--- src/rtl/fetch_pkg.sv ---
// Shared types for the instruction-fetch controller: FSM states, instruction
// size and the fetch-buffer entry layout.
package fetch_pkg;

  typedef enum logic [1:0] {
    S_RST   = 2'd0,
    S_FETCH = 2'd1,
    S_FAULT = 2'd2
  } fetch_state_e;

  localparam int unsigned INSTR_BYTES = 4;

  typedef struct packed {
    logic [31:0] pc;
    logic [31:0] instr;
  } fetch_entry_t;

endpackage

--- src/rtl/fetch_buf.sv ---
// Two-entry FIFO holding fetched {pc, instr} pairs for decode. Entry 0 is
// always the head; flush empties the buffer and overrides push and pop.
module fetch_buf
  import fetch_pkg::*;
(
  input  logic         clk_i,
  input  logic         rst_ni,
  input  logic         push_i,
  input  fetch_entry_t push_data_i,
  input  logic         pop_i,
  input  logic         flush_i,
  output logic [1:0]   count_o,
  output fetch_entry_t head_o
);

  logic [1:0]   count_q, count_d;
  fetch_entry_t ent0_q, ent0_d;
  fetch_entry_t ent1_q, ent1_d;
  logic         do_pop, do_push;

  // Pops need a head; pushes need a free slot, or one freed by a same-cycle pop.
  assign do_pop  = pop_i & (count_q != 2'd0);
  assign do_push = push_i & ((count_q != 2'd2) | do_pop);

  // Next occupancy and entry contents; entry 0 stays the head after a pop.
  always_comb begin
    count_d = count_q;
    ent0_d  = ent0_q;
    ent1_d  = ent1_q;
    if (flush_i) begin
      count_d = 2'd0;
    end else if (do_pop && do_push) begin
      if (count_q == 2'd2) begin
        ent0_d = ent1_q;
        ent1_d = push_data_i;
      end else begin
        ent0_d = push_data_i;
      end
    end else if (do_pop) begin
      ent0_d  = ent1_q;
      count_d = count_q - 2'd1;
    end else if (do_push) begin
      if (count_q == 2'd0) begin
        ent0_d = push_data_i;
      end else begin
        ent1_d = push_data_i;
      end
      count_d = count_q + 2'd1;
    end
  end

  // Occupancy is the only state that must clear on reset.
  always_ff @(posedge clk_i or negedge rst_ni) begin
    if (!rst_ni) begin
      count_q <= 2'd0;
    end else begin
      count_q <= count_d;
    end
  end

  // Entry payloads are qualified by count, so they carry no reset.
  always_ff @(posedge clk_i) begin
    ent0_q <= ent0_d;
    ent1_q <= ent1_d;
  end

  assign count_o = count_q;
  assign head_o  = (count_q != 2'd0) ? ent0_q : '0;

endmodule

--- src/rtl/instr_fetch_ctrl.sv ---
// Instruction-fetch controller: owns the PC, sequences the instruction memory,
// checks fetch legality and feeds decode through a 2-entry fetch buffer.
module instr_fetch_ctrl
  import fetch_pkg::*;
#(
  parameter logic [31:0] RESET_PC  = 32'h0000_0000,
  parameter logic [31:0] MEM_BYTES = 32'h0000_0100
) (
  input  logic        i_clk,
  input  logic        i_rst_n,
  output logic [31:0] o_imem_adr,
  input  logic [31:0] i_imem_instr,
  output logic        o_imem_rst,
  output logic        o_if_valid,
  output logic [31:0] o_if_instr,
  output logic [31:0] o_if_pc,
  input  logic        i_id_ready,
  input  logic        i_redirect,
  input  logic [31:0] i_redirect_pc,
  output logic        o_fault
);

  localparam logic [31:0] LAST_ADR = MEM_BYTES - 32'(INSTR_BYTES);

  fetch_state_e state_q, state_d;
  logic [31:0]  pc_q, pc_d;
  logic [1:0]   count;
  fetch_entry_t head, push_data;
  logic         pop, push, flush, pc_legal;

  assign pop       = o_if_valid & i_id_ready;
  assign pc_legal  = (pc_q[1:0] == 2'b00) & (pc_q <= LAST_ADR);
  assign push_data = '{pc: pc_q, instr: i_imem_instr};

  // Next state, PC and buffer controls; a redirect outranks fetch and fault.
  always_comb begin
    state_d    = state_q;
    pc_d       = pc_q;
    push       = 1'b0;
    flush      = 1'b0;
    o_imem_rst = 1'b0;
    unique case (state_q)
      S_RST: begin
        o_imem_rst = 1'b1;
        state_d    = S_FETCH;
      end
      S_FETCH: begin
        if (i_redirect) begin
          flush = 1'b1;
          pc_d  = i_redirect_pc;
        end else if (!pc_legal) begin
          state_d = S_FAULT;
        end else if ((count != 2'd2) || pop) begin
          push = 1'b1;
          pc_d = pc_q + 32'(INSTR_BYTES);
        end
      end
      S_FAULT: begin
        state_d = S_FAULT;
      end
      default: begin
        o_imem_rst = 1'b1;
        state_d    = S_RST;
      end
    endcase
  end

  // State and PC registers, cleared asynchronously.
  always_ff @(posedge i_clk or negedge i_rst_n) begin
    if (!i_rst_n) begin
      state_q <= S_RST;
      pc_q    <= RESET_PC;
    end else begin
      state_q <= state_d;
      pc_q    <= pc_d;
    end
  end

  fetch_buf u_buf (
    .clk_i       (i_clk),
    .rst_ni      (i_rst_n),
    .push_i      (push),
    .push_data_i (push_data),
    .pop_i       (pop),
    .flush_i     (flush),
    .count_o     (count),
    .head_o      (head)
  );

  assign o_imem_adr = pc_q;
  assign o_if_valid = (count != 2'd0);
  assign o_if_instr = head.instr;
  assign o_if_pc    = head.pc;
  assign o_fault    = (state_q == S_FAULT);

endmodule

--- config.mk ---
export PLATFORM = sky130hd
export DESIGN_NAME = instr_fetch_ctrl
export DESIGN_NICKNAME = d
export VERILOG_FILES = /design/src/rtl/fetch_pkg.sv /design/src/rtl/fetch_buf.sv /design/src/rtl/instr_fetch_ctrl.sv
export SDC_FILE = /design/constraint.sdc
export NUM_CORES = 1
export LEC_CHECK = 0
export ABC_AREA = 1
export CAP_MARGIN = 25
export CORE_MARGIN = 1
export CORE_UTILIZATION = 50
export DETAILED_ROUTE_END_ITERATION = 8
export PLACE_DENSITY = 0.76
export SLEW_MARGIN = 20
export SYNTH_ARGS = -nofsm -noshare
export SYNTH_HDL_FRONTEND = slang
export SYNTH_SLANG_ARGS = --single-unit
--- constraint.sdc ---
create_clock -name i_clk -period 7.85 [get_ports i_clk]
set_input_delay 1.1775 -clock i_clk [delete_from_list [all_inputs] [get_ports i_clk]]
set_output_delay 1.1775 -clock i_clk [all_outputs]
set_load 0.005 [all_outputs]
=== Yosys cells after proc, flatten, opt, wreduce, memory -nomap -nowiden ===
Index checks and enable logic that the tools add are counted.

* Shift operators: 0
* $lt $le $gt $ge: 1
* Mux-type cells: 28
* Bitwise logic cells: 6
* Equal/unequal tests: 10
* Div/mod/pow operators: 0
* $add $sub $neg: 3
* $mul: 0
* Reduce and logical (&&, ||, !) cells: 18

{| class="wikitable"
|+ Operator list
! cell !! count
|-
| $mux W64 || 11
|-
| $mux W32 || 3
|-
| $add A32 B3 Y32 const B || 1
|-
| $le A32 B8 Y1 const B || 1
|-
| $mux W2 || 6
|-
| $ne A2 B2 Y1 const B || 6
|-
| $reduce_bool A3 Y1 || 3
|-
| $reduce_bool A2 Y1 || 4
|-
| $mux W1 || 7
|-
| $logic_not A2 Y1 || 3
|-
| $pmux W2 S3 || 1
|-
| $reduce_and A3 Y1 || 2
|-
| $reduce_and A5 Y1 || 1
|-
| $and A1 B1 Y1 || 4
|-
| $eq A2 B2 Y1 const B || 2
|-
| $reduce_and A2 Y1 || 2
|-
| $add A2 B1 Y2 const B || 1
|-
| $eq A2 B1 Y1 const B || 1
|-
| $ne A2 B1 Y1 const B || 1
|-
| $reduce_or A2 Y1 || 1
|-
| $sub A2 B1 Y2 const B || 1
|-
| $logic_and A1 B1 Y1 || 1
|-
| $logic_or A1 B1 Y1 || 1
|-
| $not A1 Y1 || 1
|-
| $or A1 B1 Y1 || 1
|}

* Bits of input ports: 68
* Bits in read-only memories: 0
* Register bits: 164
* Bits in latches: 0
* Logic and storage cells: 73
* Bits in writable memories: 0
* Memories: 0

=== Logic depth before layout (Yosys ltp) ===
Gate-level depths: netlist of the first run.

* Depth after elaboration: 12
* Mapped depth: 11

=== Cells and area by module ===
A second synthesis of the first run with hierarchy kept.

* Cell total of the unflattened synthesis: 991
* Area total of the unflattened synthesis: 8415.6 um^2

{| class="wikitable"
|+ Modules (own cells, without submodules)
! module !! instances !! area an instance (um^2) !! cells an instance
|-
| fetch_buf || 1 || 5801.8 || 572
|-
| instr_fetch_ctrl || 1 || 2613.8 || 419
|}

=== Least setup slack after synthesis of the first run ===
OpenSTA, ideal clock, no wires.

* Path type: input to register
* Start point: input i_redirect
* End point: register u_buf.ent1_q[0] (netlist bit) (enable)
* Setup slack: 0.833 ns
* Data arrival time: 6.436 ns
* Stages: 5
* Path buffers: 2
* Setup time: 0.581 ns
* Cell sequence: buf_2 -> clkinv_1 -> nand3_2 -> buf_2 -> a211oi_1

* Word-level cells in the longest chain between the ends: 6
* Elaborated cells between the ends (all ways): 12
* Those cells by class: eq/ne (3); mux (4); bitwise (2); reduce/logical (3)

{| class="wikitable"
|+ RTL lines
! element !! RTL line !! text
|-
| start, declared || instr_fetch_ctrl.sv:18 || <nowiki>input logic i_redirect,</nowiki>
|-
| $mux W1 || instr_fetch_ctrl.sv:48 || <nowiki>if (i_redirect) begin</nowiki>
|-
| $mux W1 || instr_fetch_ctrl.sv:42 || <nowiki>unique case (state_q)</nowiki>
|-
| $and A1 B1 Y1 || fetch_buf.sv:23 || <nowiki>assign do_push = push_i & ((count_q != 2'd2) | do_pop);</nowiki>
|-
| $logic_and A1 B1 Y1 || fetch_buf.sv:32 || <nowiki>end else if (do_pop && do_push) begin</nowiki>
|-
| $ne A2 B2 Y1 (no source line), or another cell as far along || n/a ||
|-
| $reduce_and A5 Y1 (no source line) * || n/a ||
|-
| end signal, assigned || fetch_buf.sv:64 || <nowiki>ent1_q <= ent1_d;</nowiki>
|-
| end, declared || fetch_buf.sv:18 || <nowiki>fetch_entry_t ent1_q, ent1_d;</nowiki>
|}

Every way passes the cells marked *; elsewhere a longest branch is shown, timed or not.
A chain may end at the register's enable or synchronous reset.

=== Worst setup path in the final report of the first run ===
* Start point: input i_id_ready
* End point: register u_buf.ent0_q[3] (netlist bit) (enable)

* Word-level cells in the longest chain between the ends: 10
* Elaborated cells between the ends (all ways): 13
* Those cells by class: mux (4); bitwise (4); reduce/logical (5)

{| class="wikitable"
|+ RTL lines
! element !! RTL line !! text
|-
| start, declared || instr_fetch_ctrl.sv:17 || <nowiki>input logic i_id_ready,</nowiki>
|-
| $and A1 B1 Y1 * || instr_fetch_ctrl.sv:31 || <nowiki>assign pop = o_if_valid & i_id_ready;</nowiki>
|-
| $logic_or A1 B1 Y1 || instr_fetch_ctrl.sv:53 || <nowiki>end else if ((count != 2'd2) || pop) begin</nowiki>
|-
| $mux W1 || instr_fetch_ctrl.sv:53 ||
|-
| $mux W1 || instr_fetch_ctrl.sv:51 || <nowiki>end else if (!pc_legal) begin</nowiki>
|-
| $mux W1 || instr_fetch_ctrl.sv:48 ||
|-
| $mux W1 || instr_fetch_ctrl.sv:42 ||
|-
| $and A1 B1 Y1 || fetch_buf.sv:23 ||
|-
| $logic_and A1 B1 Y1 || fetch_buf.sv:32 ||
|-
| $reduce_bool A3 Y1 (no source line) || n/a ||
|-
| $reduce_and A3 Y1 (no source line) * || n/a ||
|-
| end signal, assigned || fetch_buf.sv:63 || <nowiki>ent0_q <= ent0_d;</nowiki>
|-
| end, declared || fetch_buf.sv:17 || <nowiki>fetch_entry_t ent0_q, ent0_d;</nowiki>
|}

Marked as above.

==> run summary, run 1 <==
Run status -> completed
Type of the worst setup path -> in2reg
Half-perimeter wire length of the detailed placement result -> 16.5 mm
Number of global-route vias before repair -> 8164
Height of the die -> 139 microns
Total Routed Length -> 25.8 mm
Total setup buffers inserted after CTS -> 0
Site row count -> 49
Post-route fraction of the period consumed by the critical path -> 49.9%
Gate count after technology mapping -> 1190
Antenna violations before repair -> 0
Top achievable clock speed -> 255 MHz
Required time at the worst-slack endpoint -> 7910 ps
First-pass GRT wire length -> 41.7 mm
Critical-path maximum fanout -> 64
Number of vias after detailed routing -> 8838
Class of the most critical hold timing path -> reg2reg
Number of maximum-capacitance constraint violations -> 0
Combined area of all synthesized cells -> 9440 sq um
Cell Int Power -> 2.48 mW
Clock sink total -> 164
Initial DRC Count -> 1060
Post-Place Worst Slack -> 3500 ps
Post-synth net total -> 1262
Total power density per cell area -> 338 nW/um^2
Worst-case setup margin in the final layout -> 3930 ps
Routed WL per cell -> 16.6 microns
Maximum number of pins on one net before global-route repair -> 101
WP data arrival -> 3980 ps
Die Width -> 139 microns
Switching share of power -> 37.7%
Setup-failing EPs final -> 0
Combined global-route utilization of all metal layers -> 27.3%
Clock Tree Root -> sky130_fd_sc_hd__clkbuf_16
Sequential share of the synthesized area -> 50.2%
Drt first pass iters -> 6
Clock tree buffer depth -> 2
Final number of max-transition violations -> 0
Sum of overflow across all layers after global routing -> 0
CTS Hold Buffers Added -> 0
Clock latency at the later pin of the worst-skew pair -> 440 ps
Max_slew headroom -> 31.8%
Core box area -> 18200 sq um
Period minus WS final -> 3920 ps
Final Hold Viols -> 0
Share of power burned in combinational logic -> 40.9%
Number of input and output port buffers inserted -> 166
Startpoint types -> input port
Mean number of vias per cell -> 5.68
Final #Nets -> 1386
Clock tree from TritonCTS -> built
Accumulated negative setup slack -> 0 ps
Full die area -> 19400 sq um
Top-Level Pins -> 167
Clock skew -> 12.7 ps
Average cell area after synthesis -> 7.94 sq um
Design Area, Final -> 11800 sq um
Count of antenna-violating nets left after detailed routing -> 0
Leakage dissipation -> 4.82 nW
Worst Max-Slew Pin Slew -> 1020 ps
RePlAce Congestion -> 0.983
Resized cells post-CTS -> 0
Highest ir drop seen on vdd -> 0.000178 V
Effective utilization at floorplan -> 51.9%
Count of distinct cell types in the synthesized netlist -> 34
Area growth from synthesis to layout -> 24.6%
Clock share of power -> 22.4%
DP Area -> 11100 sq um
FF+latch count, synth -> 164
Worst slack on hold paths -> 554 ps
Ratio of cells with drive above 1 in the final layout -> 6.48%
Post-route DRC violation count -> 0
Psw -> 1.50 mW
Number of buffers created by CTS -> 17
Filler Cell Count -> 1552
Max H-tree Level -> 4
Reg power frac -> 36.7%
Clock Pin Slew Worst Setup and Hold Paths -> 70 ps
Unrepaired setup endpoints after global routing -> false
Ys Warns -> 0
Critical Path Sink Type -> flip-flop
Antenna fix cells -> 0
## per-layer routing
metal,vias up,share of wire (%),global-route usage [%],wire [microns]
met5,-,0,0,0
met4,0,2.1,10.2,546
met3,45,9.4,5.26,2420
met2,484,46,42.7,12000
met1,4092,42,37.6,10900
li1,4217,-,-,-
## layout by cell type, fill, tap and decap left out, drive strengths merged, types with 2 or more instances in the layout
master	netlist	layout
buf	45	14
nor2	139	139
a31oi	2	2
edfxtp	128	128
clkbuf	30	18
clkinvlp	0	4
dfrtp	36	36
nand3	201	201
bufinv	0	4
xor2	2	2
o211ai	2	2
nand4	65	65
inv	115	119
clkdlybuf4s50	0	166
nand2	337	337
a22oi	3	3
a21oi	5	5
clkinv	2	4
a211oi	2	2
ha	4	4
o21ai	55	55
or2	15	15
## registers in the layout, indices dropped and copies added, names as in the netlist
name           count
o_imem_adr        32
state_q            2
u_buf.count_o      2
u_buf.ent0_q      64
u_buf.ent1_q      64
## synth_stat cells
cell | number | area share (%)
sky130_fd_sc_hd__a31oi_1 | 2 | 0.13
sky130_fd_sc_hd__o211ai_1 | 2 | 0.16
sky130_fd_sc_hd__o21ai_0 | 53 | 2.8
sky130_fd_sc_hd__nor2_1 | 132 | 5.2
sky130_fd_sc_hd__clkinv_1 | 2 | 0.080
sky130_fd_sc_hd__o21ai_1 | 2 | 0.11
sky130_fd_sc_hd__inv_2 | 13 | 0.52
sky130_fd_sc_hd__buf_2 | 22 | 1.2
sky130_fd_sc_hd__or2_2 | 15 | 0.99
sky130_fd_sc_hd__dfrtp_1 | 36 | 9.5
sky130_fd_sc_hd__nor3_1 | 1 | 0.053
sky130_fd_sc_hd__a21oi_1 | 5 | 0.26
sky130_fd_sc_hd__nand3_2 | 1 | 0.11
sky130_fd_sc_hd__nand2_4 | 1 | 0.12
sky130_fd_sc_hd__xnor2_1 | 1 | 0.093
sky130_fd_sc_hd__nor2_8 | 1 | 0.21
sky130_fd_sc_hd__clkbuf_4 | 4 | 0.32
sky130_fd_sc_hd__nand2_1 | 335 | 13
sky130_fd_sc_hd__buf_1 | 2 | 0.080
sky130_fd_sc_hd__inv_1 | 102 | 4.1
sky130_fd_sc_hd__nor2_2 | 4 | 0.26
sky130_fd_sc_hd__buf_6 | 13 | 1.6
sky130_fd_sc_hd__nor2_4 | 2 | 0.24
sky130_fd_sc_hd__clkbuf_1 | 26 | 1.0
sky130_fd_sc_hd__buf_4 | 8 | 0.64
sky130_fd_sc_hd__nand3_1 | 199 | 11
sky130_fd_sc_hd__edfxtp_1 | 128 | 41
sky130_fd_sc_hd__nand3_4 | 1 | 0.19
sky130_fd_sc_hd__nand2_2 | 1 | 0.066
sky130_fd_sc_hd__a211oi_1 | 2 | 0.16
sky130_fd_sc_hd__ha_1 | 4 | 0.53
sky130_fd_sc_hd__nand4_1 | 65 | 4.3
sky130_fd_sc_hd__a22oi_1 | 3 | 0.24
sky130_fd_sc_hd__xor2_1 | 2 | 0.19
## layout make-up
class / instances / area, sq um / share of cell area (%)
Clock buffer: 18 / 429 / 3.65
Multi-Input combinational cell: 834 / 3840 / 32.7
Tap cell: 229 / 287 / 2.44
Sequential cell: 164 / 4740 / 40.3
Timing Repair Buffer: 180 / 1820 / 15.5
Clock inverter: 14 / 200 / 1.70
Inverter: 117 / 439 / 3.73
## cells by family (layout without fill, tap and decap cells)
group,count (synthesis),in the layout,share of synthesized area [%]
and+or+nand+nor,758,758,35.7
adders and majority gates,4,4,0.530
xor gates and xnor gates,3,3,0.278
buffers and inverters,192,329,9.43
AOI/OAI and AO/OA,69,69,3.87
DFF,164,164,50.2
## critical path, stage by stage
cell and delay [ps]:
sky130_fd_sc_hd__clkdlybuf4s50_1 580, sky130_fd_sc_hd__inv_1 120, sky130_fd_sc_hd__nand2_1 120, sky130_fd_sc_hd__inv_1 100, sky130_fd_sc_hd__nor2_8 730, sky130_fd_sc_hd__nand3_1 250
sky130_fd_sc_hd__a21oi_4 170, sky130_fd_sc_hd__buf_4 670
## path summary, 6_finish.rpt
kind                                 from                to  slack (ps)  cells past startpoint
hold / removal              o_imem_adr[1]  u_buf.ent1_q[33]         550                      0
max in group asynchronous         i_rst_n    o_imem_adr[18]        6310                      2
hold reg to reg             o_imem_adr[1]  u_buf.ent1_q[33]         550                      0
min in group asynchronous         i_rst_n    o_imem_adr[30]        1180                      2
setup / recovery               i_id_ready   u_buf.ent0_q[3]        3930                      8
setup reg to reg           o_imem_adr[23]   u_buf.ent0_q[3]        4440                     10
## power groups by stage
stage | Combinational [mW] | Sequential (mW) | Clock [mW]
after floorplan | 0.904 | 1.38 | 0
after global placement | 1.56 | 1.46 | 0
after detailed placement | 1.61 | 1.47 | 0
after CTS | 1.63 | 1.45 | 0.901
after global routing | 1.80 | 1.49 | 0.933
final | 1.62 | 1.46 | 0.892
## through the flow
step	cells	power, mW	util [%]
floorplan	1190	2.29	-
global placement	1521	3.02	60.7
detailed placement	1524	3.08	61.1
CTS	1556	3.98	64.6
global route	1556	4.22	64.6
finish	1556	3.97	64.6
Power figures use the tool's default switching activity.
==> inputs of run 2 (changes only) <==
--- a/config.mk
+++ b/config.mk
@@ -8,9 +8,9 @@
 export ABC_AREA = 1
 export CAP_MARGIN = 25
 export CORE_MARGIN = 1
-export CORE_UTILIZATION = 50
+export CORE_UTILIZATION = 48
 export DETAILED_ROUTE_END_ITERATION = 8
-export PLACE_DENSITY = 0.76
+export PLACE_DENSITY = 0.77
 export SLEW_MARGIN = 20
 export SYNTH_ARGS = -nofsm -noshare
 export SYNTH_HDL_FRONTEND = slang
==> constraint.sdc (replaced) <==
create_clock -name i_clk -period 3.35 [get_ports i_clk]
set_input_delay 0.5025 -clock i_clk [delete_from_list [all_inputs] [get_ports i_clk]]
set_output_delay 0.5025 -clock i_clk [all_outputs]
set_load 0.005 [all_outputs]
==> run 2 against run 1 <==
First-iteration DRC count is 5.8% lower; core utilization is 2.6 points lower; hold slack worse by 370 ps; setup slack worse by 3500 ps; global-route usage is 0.12 points lower; power is 140% higher; critical path depth is 2 lower; die area is 4.1% higher; via count is 0.91% higher; count of clock-buffer cells in the layout is 1 lower; wire length is 3.6% higher; register-to-register slack worse by 3600 ps.
==> run summary, run 2 (synthesis gave the netlist of run 1 again) <==
Critical-path maximum fanout -> 39 (was 64)
Crit-path cells -> inv_2 > nand2_1 > inv_2 > buf_12 > nor2_1 > clkdlybuf4s50_1 (was clkdlybuf4s50_1 > inv_1 > nand2_1 > inv_1 > nor2_8 > nand3_1 > a21oi_4 > buf_4)
Sum of overflow across all layers after global routing -> 0 (unchanged)
Critical path buffer and inverter count -> 4 (unchanged)
Effective utilization at floorplan -> 49.7% (was 51.9%)
WP data arrival -> 2460 ps (was 3980 ps)
Clock Tree Root -> sky130_fd_sc_hd__clkbuf_16 (unchanged)
RePlAce Congestion -> 0.965 (was 0.983)
Site row count -> 50 (was 49)
Highest ir drop seen on vdd -> 0.000436 V (was 0.000178 V)
Crit path largest cell delay -> 510 ps (was 730 ps)
Period minus WS final -> 2960 ps
Final total power -> 9.35 mW (was 3.97 mW)
Number of input and output port buffers inserted -> 166 (unchanged)
Routed WL per cell -> 16.8 microns (was 16.6 microns)
Drt first pass iters -> 6 (unchanged)
Worst path most repeated cell -> sky130_fd_sc_hd__inv_2 (was sky130_fd_sc_hd__inv_1)
Clock Pin Slew Worst Setup and Hold Paths -> 60 ps (was 70 ps)
Post-route DRC violation count -> 0 (unchanged)
Number of buffers created by CTS -> 17 (unchanged)
Most common cell after layout, fill and taps aside -> sky130_fd_sc_hd__nand2_1 (unchanged)
Top achievable clock speed -> 338 MHz
Accumulated negative setup slack -> 0 ps (unchanged)
Resized cells post-CTS -> 0 (unchanged)
CTS Hold Buffers Added -> 0 (unchanged)
Leakage dissipation -> 4.82 nW (about the same)
Run status -> completed (unchanged)
Final #Nets -> 1391 (was 1386)
Startpoint types -> flip-flop (was input port)
Ratio of cells with drive above 1 in the final layout -> 6.68% (was 6.48%)
Clock tree from TritonCTS -> built (unchanged)
Top-Level Pins -> 167 (unchanged)
Combined global-route utilization of all metal layers -> 27.2% (was 27.3%)
Max H-tree Level -> 4 (unchanged)
Required time at the worst-slack endpoint -> 2850 ps (was 7910 ps)
Half-perimeter wire length of the detailed placement result -> 16.9 mm (was 16.5 mm)
Count of antenna-violating nets left after detailed routing -> 0 (unchanged)
Number of maximum-capacitance constraint violations -> 0 (unchanged)
Standard cell with the maximum stage delay on the critical path -> sky130_fd_sc_hd__dfrtp_1 (was sky130_fd_sc_hd__nor2_8)
Clock skew -> 11.0 ps (was 12.7 ps)
Highest-count cells in the layout ignoring fill and taps -> sky130_fd_sc_hd__nand2_1, sky130_fd_sc_hd__nand3_1, sky130_fd_sc_hd__clkdlybuf4s50_1, sky130_fd_sc_hd__nor2_1, sky130_fd_sc_hd__edfxtp_1 (unchanged)
Die Width -> 142 microns (was 139 microns)
Top layer in use -> met4 (unchanged)
Unrepaired setup endpoints after global routing -> false (unchanged)
Total power density per cell area -> 793 nW/um^2 (was 338 nW/um^2)
Final number of max-transition violations -> 0 (unchanged)
First-pass GRT wire length -> 42.4 mm (was 41.7 mm)
Height of the die -> 142 microns (was 139 microns)
Setup-failing EPs final -> 0 (unchanged)
Routed length on met1 -> 11.2 mm (was 10.9 mm)
Core box area -> 19000 sq um (was 18200 sq um)
Clock latency at the later pin of the worst-skew pair -> 440 ps (about the same)
Post-Place Worst Slack -> 574 ps (was 3500 ps)
Met2 wire length -> 12.3 mm (was 12.0 mm)
Number of vias after detailed routing -> 8918 (was 8838)
Full die area -> 20200 sq um (was 19400 sq um)
Type of the worst setup path -> reg2out (was in2reg)
Class of the most critical hold timing path -> in2async (was reg2reg)
Final Hold Viols -> 0 (unchanged)
Initial DRC Count -> 999 (was 1060)
Number of global-route vias before repair -> 8157 (was 8164)
Filler Cell Count -> 1667 (was 1552)
Clock tree buffer depth -> 2 (unchanged)
Area growth from synthesis to layout -> 24.9% (was 24.6%)
Critical Path Sink Type -> output port (was flip-flop)
Worst Max-Slew Pin Slew -> 962 ps (was 1020 ps)
Maximum number of pins on one net before global-route repair -> 102 (was 101)
Worst-case setup margin in the final layout -> 388 ps (was 3930 ps)
Total Routed Length -> 26.7 mm (was 25.8 mm)
Total setup buffers inserted after CTS -> 0 (unchanged)
Max_slew headroom -> 35.9% (was 31.8%)
Post-route fraction of the period consumed by the critical path -> 88.4%
Antenna violations before repair -> 0 (unchanged)
Final core utilization -> 62.0% (was 64.6%)
Antenna fix cells -> 0 (unchanged)
Mean number of vias per cell -> 5.60 (was 5.68)
CP top delay family -> buffers and inverters (unchanged)
Detail Route met3 WL -> 2.64 mm (was 2.42 mm)
Clock sink total -> 164 (unchanged)
-- run 2: power breakdown --
part / internal (mW) / switching, mW / leakage, nW
Combinational: 1.75 / 2.17 / 2.91
Sequential: 2.83 / 0.547 / 1.62
Clock: 1.24 / 0.820 / 0.287
-- run 2: final timing paths --
check	from	end	slack [ps]	cells after the start
max	u_buf.count_o[0]	o_if_pc[28]	390	6
min	i_rst_n	o_imem_adr[25]	180	1
max reg2reg	u_buf.count_o[0]	u_buf.count_o[0]	810	9
min reg2reg	o_imem_adr[1]	u_buf.ent1_q[33]	550	0
max in group asynchronous	i_rst_n	o_imem_adr[16]	2620	1
min in group i_clk	o_imem_adr[1]	u_buf.ent1_q[33]	550	0
-- run 2: metrics by stage --
stage	hold WS, ps	instance area (sq um)	std cells
2_1_floorplan	207	9470	1190
3_3_place_gp	524	11200	1560
3_5_place_dp	535	11200	1560
4_1_cts	208	11800	1592
5_1_grt	238	11800	1592
6_report	180	11800	1592
-- run 2: layout make-up --
| class | instances | area (sq um) | area share (%) |
|---|---|---|---|
| well taps | 260 | 325 | 2.76 |
| inverters | 117 | 439 | 3.72 |
| flip-flops and latches | 164 | 4740 | 40.2 |
| repair buffers | 185 | 1820 | 15.5 |
| multi-input cells | 834 | 3840 | 32.6 |
| clock inverters | 15 | 188 | 1.59 |
| clock buffers | 17 | 425 | 3.61 |
-- run 2: metal layers --
| layer | vias up | track usage (%) |
|---|---|---|
| met5 | - | 0 |
| met4 | 0 | 9.17 |
| met3 | 55 | 6.33 |
| li1 | 4219 | - |
| met2 | 470 | 42.5 |
| met1 | 4174 | 37.1 |
-- run 2: worst reg2reg max path, stage by stage, from the launching register on --
cell	delay [ps]
sky130_fd_sc_hd__dfrtp_1	510
sky130_fd_sc_hd__inv_2	90
sky130_fd_sc_hd__nand2_1	120
sky130_fd_sc_hd__inv_2	480
sky130_fd_sc_hd__nor2_4	100
sky130_fd_sc_hd__inv_2	110
sky130_fd_sc_hd__buf_4	610
sky130_fd_sc_hd__nand3_1	220
sky130_fd_sc_hd__nand3_1	130
sky130_fd_sc_hd__nand2_1	60
==> inputs of run 3 (changes only) <==
--- a/config.mk
+++ b/config.mk
@@ -7,7 +7,7 @@
 export LEC_CHECK = 0
 export ABC_AREA = 1
 export CAP_MARGIN = 25
-export CORE_MARGIN = 1
+export CORE_MARGIN = 2
 export CORE_UTILIZATION = 48
 export DETAILED_ROUTE_END_ITERATION = 8
 export PLACE_DENSITY = 0.77
==> run 3 against run 2 <==
Via count rose by 0.19%; clock skew shrank 1.3 ps; die area increased by 2.8%; power fell by 1.3%; setup slack better by 170 ps; flip-flop and latch count unchanged; core utilization is 1.1 points lower; non-clock buffer count up 2; sequential share of layout area is 0.060 points lower; highest routed layer unchanged.
==> run summary, run 3 (synthesis gave the netlist of run 1 again) <==
Run status -> completed (unchanged)
Worst Max-Slew Pin Slew -> 785 ps (was 962 ps)
Sum of overflow across all layers after global routing -> 0 (unchanged)
Final number of max-transition violations -> 0 (unchanged)
Mean number of vias per cell -> 5.59 (was 5.60)
Number of maximum-capacitance constraint violations -> 0 (unchanged)
Top-Level Pins -> 167 (unchanged)
Highest ir drop seen on vdd -> 0.000444 V (was 0.000436 V)
Class of the most critical hold timing path -> in2async (unchanged)
Final #Nets -> 1393 (was 1391)
First-pass GRT wire length -> 42.0 mm (was 42.4 mm)
Total power density per cell area -> 782 nW/um^2 (was 793 nW/um^2)
Clock sink total -> 164 (unchanged)
Setup-failing EPs final -> 0 (unchanged)
Type of the worst setup path -> reg2out (unchanged)
Clock tree buffer depth -> 2 (unchanged)
Max H-tree Level -> 4 (unchanged)
Critical path buffer and inverter count -> 4 (unchanged)
Number of input and output port buffers inserted -> 166 (unchanged)
Max_slew headroom -> 47.7% (was 35.9%)
Slack of the worst reg-to-reg path -> 920 ps (was 810 ps)
Clock skew -> 9.71 ps (was 11.0 ps)
Count of placed standard cells including taps -> 1567 (was 1560)
Leakage dissipation -> 4.82 nW (about the same)
Crit path largest cell delay -> 540 ps (was 510 ps)
Most common cell after layout, fill and taps aside -> sky130_fd_sc_hd__nand2_1 (unchanged)
Final Hold Viols -> 0 (unchanged)
Number of buffers created by CTS -> 17 (unchanged)
Clock latency at the later pin of the worst-skew pair -> 430 ps (was 440 ps)
Core box area -> 19400 sq um (was 19000 sq um)
Count of antenna-violating nets left after detailed routing -> 0 (unchanged)
Period minus WS final -> 2790 ps (was 2960 ps)
Post-route fraction of the period consumed by the critical path -> 83.2% (was 88.4%)
Half-perimeter wire length of the detailed placement result -> 17.5 mm (was 16.9 mm)
Routed WL per cell -> 16.9 microns (was 16.8 microns)
Post-route DRC violation count -> 0 (unchanged)
Top achievable clock speed -> 359 MHz (was 338 MHz)
Clock Pin Slew Worst Setup and Hold Paths -> 70 ps (was 60 ps)
Clock Tree Root -> sky130_fd_sc_hd__clkbuf_16 (unchanged)
Full die area -> 20800 sq um (was 20200 sq um)
Critical-path maximum fanout -> 50 (was 39)
Die Width -> 144 microns (was 142 microns)
Area growth from synthesis to layout -> 25.0% (was 24.9%)
Height of the die -> 144 microns (was 142 microns)
Logic depth of the worst path, buffers included -> 6 (unchanged)
Effective utilization at floorplan -> 48.7% (was 49.7%)
Crit-path cells -> inv_2 > nand2_1 > inv_2 > buf_12 > nor2_1 > clkdlybuf4s50_1 (unchanged)
Total Routed Length -> 27.0 mm (was 26.7 mm)
Filler Cell Count -> 1725 (was 1667)
Standard cell with the maximum stage delay on the critical path -> sky130_fd_sc_hd__clkdlybuf4s50_1 (was sky130_fd_sc_hd__dfrtp_1)
RePlAce Congestion -> 0.952 (was 0.965)
Critical Path Sink Type -> output port (unchanged)
Number of cells on the worst reg-to-reg path -> 8 (was 9)
Required time at the worst-slack endpoint -> 2850 ps (about the same)
Antenna fix cells -> 0 (unchanged)
Site row count -> 51 (was 50)
Startpoint types -> flip-flop (unchanged)
Total setup buffers inserted after CTS -> 0 (unchanged)
Unrepaired setup endpoints after global routing -> false (unchanged)
Resized cells post-CTS -> 0 (unchanged)
Initial DRC Count -> 1123 (was 999)
Number of global-route vias before repair -> 8107 (was 8157)
WP data arrival -> 2290 ps (was 2460 ps)
CP top delay family -> buffers and inverters (unchanged)
Ratio of cells with drive above 1 in the final layout -> 6.60% (was 6.68%)
Final std cells w/o fill -> 1599 (was 1592)
Maximum number of pins on one net before global-route repair -> 97 (was 102)
Worst path most repeated cell -> sky130_fd_sc_hd__inv_2 (unchanged)
Clock tree from TritonCTS -> built (unchanged)
Antenna violations before repair -> 0 (unchanged)
Highest-count cells in the layout ignoring fill and taps -> sky130_fd_sc_hd__nand2_1, sky130_fd_sc_hd__nand3_1, sky130_fd_sc_hd__clkdlybuf4s50_1, sky130_fd_sc_hd__nor2_1, sky130_fd_sc_hd__edfxtp_1 (unchanged)
Combined global-route utilization of all metal layers -> 25.9% (was 27.2%)
Drt first pass iters -> 5 (was 6)
Number of vias after detailed routing -> 8935 (was 8918)
CTS Hold Buffers Added -> 0 (unchanged)
Accumulated negative setup slack -> 0 ps (unchanged)
[run 3: per-layer routing]
metal	GRT usage, %	vias to the layer above	wire [microns]
li1	-	4224	-
met1	36.2	4161	11300
met2	41.3	504	12500
met3	4.37	46	2530
met4	8.99	0	584
met5	0	-	0
[run 3: path summary, 6_finish.rpt]
path	start	endpoint
min in group i_clk	u_buf.count_o[1]	u_buf.count_o[1]
worst min-delay path	i_rst_n	o_imem_adr[30]
max in group asynchronous	i_rst_n	u_buf.count_o[0]
worst max-delay path	u_buf.count_o[0]	o_if_pc[18]
worst max register to register	u_buf.count_o[0]	u_buf.ent0_q[21]
worst min register to register	u_buf.count_o[1]	u_buf.count_o[1]
[run 3: cell type report]
type,count,area [sq um],area share (%)
sequential,164,4740,40.2
multi-input combinational,834,3840,32.6
timing repair buffer,187,1870,15.8
clock buffer,23,448,3.79
inverter,117,439,3.72
tap,265,332,2.81
clock inverter,9,131,1.11
[run 3: worst reg2reg max path, cell delays in order, from the launching register on]
cell and delay [ps]:
sky130_fd_sc_hd__dfrtp_1 490, sky130_fd_sc_hd__nor2_4 380, sky130_fd_sc_hd__buf_4 540, sky130_fd_sc_hd__clkinv_1 130
sky130_fd_sc_hd__buf_4 280, sky130_fd_sc_hd__nand2_1 130, sky130_fd_sc_hd__nand2_1 50, sky130_fd_sc_hd__nand4_1 80
sky130_fd_sc_hd__nand3_1 100
[run 3: power by group]
group	switching (mW)	internal (mW)	leakage, nW
Combinational	2.12	1.75	2.93
Sequential	0.571	2.82	1.62
Clock	0.794	1.17	0.273
[run 3: per-stage QoR]
| stage | total power [mW] | hold slack, ps | setup WS, ps | cell area (sq um) | util, % |
|---|---|---|---|---|---|
| 2_1_floorplan | 5.35 | 207 | 50.4 | 9470 | - |
| 3_3_place_gp | 7.18 | 540 | 773 | 11200 | 57.9 |
| 3_5_place_dp | 7.28 | 543 | 733 | 11200 | 57.9 |
| 4_1_cts | 9.25 | 519 | 520 | 11800 | 60.9 |
| 5_1_grt | 9.83 | 563 | 404 | 11800 | 60.9 |
| 6_report | 9.23 | 515 | 561 | 11800 | 60.9 |
